<file path="config.mk">
export PLATFORM = sky130hd
export DESIGN_NAME = id_ex_pipe_reg
export DESIGN_NICKNAME = d
export VERILOG_FILES = /design/src/rtl/pipeline_pkg.sv /design/src/rtl/hazard_detect_unit.sv /design/src/rtl/id_ex_pipe_reg.sv
export SDC_FILE = /design/constraint.sdc
export NUM_CORES = 1
export LEC_CHECK = 0
export BUFFER_PORTS_ARGS = -buffer_cell sky130_fd_sc_hd__buf_2
export CORE_UTILIZATION = 25
export CTS_BUF_LIST = sky130_fd_sc_hd__clkbuf_4 sky130_fd_sc_hd__clkbuf_8 sky130_fd_sc_hd__clkbuf_16
export DETAILED_ROUTE_END_ITERATION = 8
export SYNTH_ARGS = -nofsm -noshare
export SYNTH_HDL_FRONTEND = slang
export SYNTH_SLANG_ARGS = --single-unit
</file>
<file path="constraint.sdc">
create_clock -name clk -period 1.9 [get_ports clk]
set_input_delay 0.38 -clock clk [delete_from_list [all_inputs] [get_ports clk]]
set_output_delay 0.38 -clock clk [all_outputs]
set_load 0.01 [all_outputs]
</file>
<file path="src/rtl/pipeline_pkg.sv">
// Shared pipeline constants: branch-type encodings and default datapath widths.
package pipeline_pkg;

  localparam int unsigned DataWDef = 32;
  localparam int unsigned RegAwDef = 5;
  localparam int unsigned ExCmdW   = 4;
  localparam int unsigned BrTypeW  = 2;

  localparam logic [BrTypeW-1:0] BR_NONE = 2'b00;
  localparam logic [BrTypeW-1:0] BR_BEZ  = 2'b01;
  localparam logic [BrTypeW-1:0] BR_BNE  = 2'b10;
  localparam logic [BrTypeW-1:0] BR_JMP  = 2'b11;

endpackage

</file>
<file path="src/rtl/hazard_detect_unit.sv">
// Load-use hazard compare between the instruction in EX and the one in decode.
module hazard_detect_unit import pipeline_pkg::*; #(
  parameter int unsigned REG_AW = RegAwDef
) (
  input  logic              ex_valid_i,
  input  logic              ex_mem_read_i,
  input  logic [REG_AW-1:0] ex_dest_i,
  input  logic              id_valid_i,
  input  logic [REG_AW-1:0] id_src1_i,
  input  logic [REG_AW-1:0] id_src2_i,
  input  logic              id_uses_src2_i,
  output logic              hazard_stall_o
);

  logic load_in_ex;
  logic src_match;

  // Register 0 is hard-wired, so a load targeting it never blocks a consumer.
  always_comb begin
    load_in_ex     = ex_valid_i && ex_mem_read_i && (ex_dest_i != '0);
    src_match      = (id_src1_i == ex_dest_i) || (id_uses_src2_i && (id_src2_i == ex_dest_i));
    hazard_stall_o = load_in_ex && id_valid_i && src_match;
  end

endmodule

</file>
<file path="src/rtl/id_ex_pipe_reg.sv">
// ID/EX pipeline register with load-use stall, branch flush, freeze and event counters.
module id_ex_pipe_reg import pipeline_pkg::*; #(
  parameter int unsigned DATA_W = DataWDef,
  parameter int unsigned REG_AW = RegAwDef,
  parameter int unsigned CNT_W  = 16
) (
  input  logic               clk,
  input  logic               rst,
  input  logic               id_valid,
  input  logic               id_wb_en,
  input  logic               id_mem_read,
  input  logic               id_mem_write,
  input  logic [BrTypeW-1:0] id_branch_type,
  input  logic [ExCmdW-1:0]  id_ex_cmd,
  input  logic [DATA_W-1:0]  id_pc,
  input  logic [DATA_W-1:0]  id_reg1,
  input  logic [DATA_W-1:0]  id_reg2,
  input  logic [DATA_W-1:0]  id_mux_res,
  input  logic [REG_AW-1:0]  id_dest,
  input  logic [REG_AW-1:0]  id_src1,
  input  logic [REG_AW-1:0]  id_src2,
  input  logic               id_uses_src2,
  input  logic               freeze,
  input  logic               flush,
  output logic               hazard_stall,
  output logic               ex_valid,
  output logic               ex_wb_en,
  output logic               ex_mem_read,
  output logic               ex_mem_write,
  output logic [BrTypeW-1:0] ex_branch_type,
  output logic [ExCmdW-1:0]  ex_ex_cmd,
  output logic [DATA_W-1:0]  ex_pc,
  output logic [DATA_W-1:0]  ex_reg1,
  output logic [DATA_W-1:0]  ex_reg2,
  output logic [DATA_W-1:0]  ex_mux_res,
  output logic [REG_AW-1:0]  ex_dest,
  output logic [CNT_W-1:0]   bubble_cnt,
  output logic [CNT_W-1:0]   flush_cnt
);

  logic               valid_q, valid_d;
  logic               wb_en_q, wb_en_d;
  logic               mem_read_q, mem_read_d;
  logic               mem_write_q, mem_write_d;
  logic [BrTypeW-1:0] br_q, br_d;
  logic [ExCmdW-1:0]  cmd_q, cmd_d;
  logic [DATA_W-1:0]  pc_q, pc_d;
  logic [DATA_W-1:0]  reg1_q, reg1_d;
  logic [DATA_W-1:0]  reg2_q, reg2_d;
  logic [DATA_W-1:0]  mux_q, mux_d;
  logic [REG_AW-1:0]  dest_q, dest_d;
  logic [CNT_W-1:0]   bubble_cnt_q, bubble_cnt_d;
  logic [CNT_W-1:0]   flush_cnt_q, flush_cnt_d;

  hazard_detect_unit #(
    .REG_AW(REG_AW)
  ) u_hazard (
    .ex_valid_i     (valid_q),
    .ex_mem_read_i  (mem_read_q),
    .ex_dest_i      (dest_q),
    .id_valid_i     (id_valid),
    .id_src1_i      (id_src1),
    .id_src2_i      (id_src2),
    .id_uses_src2_i (id_uses_src2),
    .hazard_stall_o (hazard_stall)
  );

  // Next state: freeze holds everything, then flush, then hazard bubble, else load decode.
  always_comb begin
    valid_d      = valid_q;
    wb_en_d      = wb_en_q;
    mem_read_d   = mem_read_q;
    mem_write_d  = mem_write_q;
    br_d         = br_q;
    cmd_d        = cmd_q;
    pc_d         = pc_q;
    reg1_d       = reg1_q;
    reg2_d       = reg2_q;
    mux_d        = mux_q;
    dest_d       = dest_q;
    bubble_cnt_d = bubble_cnt_q;
    flush_cnt_d  = flush_cnt_q;
    if (!freeze) begin
      if (flush || hazard_stall) begin
        valid_d     = 1'b0;
        wb_en_d     = 1'b0;
        mem_read_d  = 1'b0;
        mem_write_d = 1'b0;
        br_d        = BR_NONE;
        cmd_d       = '0;
        pc_d        = '0;
        reg1_d      = '0;
        reg2_d      = '0;
        mux_d       = '0;
        dest_d      = '0;
        // A flush hides any coincident hazard, so only one event is counted.
        if (flush) begin
          if (!(&flush_cnt_q)) flush_cnt_d = flush_cnt_q + 1'b1;
        end else begin
          if (!(&bubble_cnt_q)) bubble_cnt_d = bubble_cnt_q + 1'b1;
        end
      end else begin
        valid_d     = id_valid;
        wb_en_d     = id_valid && id_wb_en;
        mem_read_d  = id_valid && id_mem_read;
        mem_write_d = id_valid && id_mem_write;
        br_d        = id_valid ? id_branch_type : BR_NONE;
        cmd_d       = id_ex_cmd;
        pc_d        = id_pc;
        reg1_d      = id_reg1;
        reg2_d      = id_reg2;
        mux_d       = id_mux_res;
        dest_d      = id_dest;
      end
    end
  end

  // State registers with asynchronous active-low clear.
  always_ff @(posedge clk or negedge rst) begin
    if (!rst) begin
      valid_q      <= 1'b0;
      wb_en_q      <= 1'b0;
      mem_read_q   <= 1'b0;
      mem_write_q  <= 1'b0;
      br_q         <= BR_NONE;
      cmd_q        <= '0;
      pc_q         <= '0;
      reg1_q       <= '0;
      reg2_q       <= '0;
      mux_q        <= '0;
      dest_q       <= '0;
      bubble_cnt_q <= '0;
      flush_cnt_q  <= '0;
    end else begin
      valid_q      <= valid_d;
      wb_en_q      <= wb_en_d;
      mem_read_q   <= mem_read_d;
      mem_write_q  <= mem_write_d;
      br_q         <= br_d;
      cmd_q        <= cmd_d;
      pc_q         <= pc_d;
      reg1_q       <= reg1_d;
      reg2_q       <= reg2_d;
      mux_q        <= mux_d;
      dest_q       <= dest_d;
      bubble_cnt_q <= bubble_cnt_d;
      flush_cnt_q  <= flush_cnt_d;
    end
  end

  // Output wiring.
  always_comb begin
    ex_valid       = valid_q;
    ex_wb_en       = wb_en_q;
    ex_mem_read    = mem_read_q;
    ex_mem_write   = mem_write_q;
    ex_branch_type = br_q;
    ex_ex_cmd      = cmd_q;
    ex_pc          = pc_q;
    ex_reg1        = reg1_q;
    ex_reg2        = reg2_q;
    ex_mux_res     = mux_q;
    ex_dest        = dest_q;
    bubble_cnt     = bubble_cnt_q;
    flush_cnt      = flush_cnt_q;
  end

endmodule

</file>
==> impl_results.md <==
* Antenna Cells at 0
* Critical Path AT at ~2 ns
* CTS root buffer: clkbuf_16
* Post-route DRC at 0
* Number of fillers in the final layout at about 2,500
* Leakage at 5.68 nW
* Peak supply drop at 0.486 mV
* Worst-Skew Late Latency at 0.43 ns
* WL/cell at 17.4 µm
* Total GRT Usage at about 15%
* Max-slew violation count at 0
* Final Critical Period at around 2.4 ns
* Synth area leader: dfrtp_1
* Top FF cell, synth: dfrtp_1
* Crit Path Class: flop to primary output
* Fin worst setup slack at -0.478 ns
* CP Data Required Time at between 1.5 and 2 ns
* Commonest cells post-synth: 175 x dfrtp_1, 138 x a22o_1, 23 x xnor2_1, 17 x clkbuf_1, 16 x nand2_1
* Core area at between 20,000 and 30,000 µm²
* # IOs at between 300 and 400
* Initial antenna violation count at 0
* Layout Nets at between 1,000 and 1,500
* Layout area overhead at 60.0%
* Net count after synthesis at 630
* CTS tree: built
* Final hold violation count at 0
* Vias in the first global route at approximately 5,400
* Max-cap violations at 0
* Outcome: finished, violations left
* Register area share after synthesis at between 60% and 70%
* Clk sinks at roughly 180
* Layout cell share with drive strength beyond 1 at between 50 and 60%
* Synth unique cells at 33
* Starting Density at roughly a quarter
* Die extent in y at between 150 and 200 µm
* Most common cell in the netlist: dfrtp_1
* Vias per cell at roughly 4.6
* Critical Path Fanout Max at 2
* Cell Pwr Density at around 900 nW/µm²
* Worst setup EP type: primary output
* Worst slew pin tran at between 0.7 and 0.8 ns
* Starting DRT DRC Count at ~310
* First-pass GRT wire length at roughly 31 mm
* # port buffers at between 300 and 400
* Fin util at about two fifths
* Die area at about 27,000 µm²
* RSZ-0062 raised after global routing: yes
* Syn Area/Cell at about 14 µm²
* Routed Antenna Nets at 0
* Post-synth EDFFs at 0
* Slew HR at between 40% and 50%
* Synth Cell Area at ~6600 µm²
* Fin area at around 11,000 µm²
* Max Freq at between 400 and 500 MHz
* Startpoint types: flop
* Fin Clk Skew at roughly 0.017 ns
* Fin Setup TNS at -51.18 ns
* Post-DP HPWL at around 14 mm
* Overflow after GRT at 0
* Failing checks: setup timing
* Area of placed instances at 8910 µm²
* Gpl congestion at between 0.7 and 0.8
* Cell row count at just under 60
* DIE WIDTH at approximately 160 µm
* Router iterations before antenna repair at 4
* Post-synth top area share at approximately 66%
* Top cells by area, synth: dfrtp_1 66%, a22o_1 18%, xnor2_1 3.0%
* Largest net degree at the start of global routing at roughly 140
* Total CTS buffers at 17
* Mapped Cells at 470
* CTS clk-pin slew, worst paths at 0.08 ns
* Synth Warn # at 0
* FFs w/ async S/R, synth at between 90% and 100%
* Via count at between 5,000 and 6,000
* Final period util at 125%
* Final WL at 21.2 mm
* Synth Register Bits at between 150 and 200
* Worst-case clock buffer depth at 2
* Final setup viols at 160
* HP Class: primary input to flop
* H-tree depth at 4
## critical path, cell delays in order, from the launching register on
cell     delay (ns)
dfrtp_2        0.41
buf_6          0.12
xor2_2         0.15
nor4_4         0.31
a32oi_1        0.16
or2_4          0.27
inv_4          0.07
buf_6          0.10
## state kept, by name, indices dropped and copies added, names as in the netlist
register	count
bubble_cnt	16
ex_branch_type	2
ex_dest	5
ex_ex_cmd	4
ex_mem_read	1
ex_mem_write	1
ex_mux_res	32
ex_pc	32
ex_reg1	32
ex_reg2	32
ex_valid	1
ex_wb_en	1
flush_cnt	16
## power breakdown
group | leakage, nW | switching (mW) | internal (mW)
clock network | 0.284 | 1.64 | 1.90
registers | 2.29 | 0.198 | 4.02
logic | 3.10 | 0.721 | 0.822
total | 5.68 | 2.56 | 6.73
## through the flow
| stage | setup WS [ns] | power (mW) | cells | hold WS, ns |
|---|---|---|---|---|
| final | -0.478 | 9.29 | 1218 | 0.164 |
| after global routing | -0.577 | 9.73 | 1218 | 0.139 |
| after CTS | -0.570 | 9.40 | 1214 | 0.139 |
| after detailed placement | -0.501 | 5.58 | 1143 | 0.298 |
| after global placement | -0.442 | 5.56 | 1143 | 0.293 |
| after floorplan | -0.0853 | 4.84 | 470 | 0.0844 |
## cells by family after synthesis
logic type | after synthesis | share of synthesized area (%)
AO/OA/AOI/OAI | 149 | 19.6
XOR/XNOR | 38 | 5.02
adder cells (fa/ha/maj) | 2 | 0.377
buffers and inverters | 34 | 2.96
flip-flops | 175 | 66.0
multiplexers | 3 | 0.509
AND/OR/NAND/NOR | 69 | 5.53
## routing by layer
layer	wire (µm)	GRT usage (%)	vias up
li1	-	-	2580
met1	9320	20.5	2727
met2	10300	23.5	213
met3	1180	3.87	28
met4	415	5.46	0
met5	0	0	-
## worst paths after layout
kind | start | endpoint | slack, ns | cells past startpoint
max | ex_dest[3] | hazard_stall | -0.48 | 7
min | id_mux_res[14] | ex_mux_res[14] | 0.16 | 2
max reg2reg | ex_dest[3] | ex_mux_res[15] | -0.46 | 12
min reg2reg | bubble_cnt[6] | bubble_cnt[6] | 0.49 | 1
max in group asynchronous | rst | ex_dest[3] | 0.79 | 3
min in group asynchronous | rst | ex_reg1[0] | 0.41 | 2
## area by class of cell
class / instances / area, µm² / area share [%]
clock inverter: 13 / 148 / 1.39
sequential: 175 / 4380 / 41.3
clock buffer: 19 / 440 / 4.15
tap: 335 / 419 / 3.95
multi-input combinational: 261 / 2270 / 21.4
inverter: 2 / 10.0 / 0.0943
timing repair buffer: 413 / 2940 / 27.7
## cell usage in the layout (no fill, tap or decap), types with 4 or more instances in the layout
cell type / instances
a22o_1: 138
buf_16: 20
and3_1: 7
buf_12: 14
nor3_1: 4
buf_6: 18
xnor2_1: 19
clkbuf_16: 17
xnor2_2: 4
nor2_1: 6
nand2_4: 4
nand3_1: 7
dfrtp_1: 172
xor2_1: 13
buf_4: 27
nand4_1: 10
buf_2: 330
nand2_1: 11
a32o_1: 5
## what timing repair did
action                                  in CTS  in global routing
gates cloned                                19                  0
hold endpoints to repair                    28                  0
buffers inserted                            21                  8
endpoints found under the setup margin     160                160
resized for setup                           67                 20
pin swaps                                   29                 21
hold buffers                                 1                  0
(Power assumes the default switching activity.)
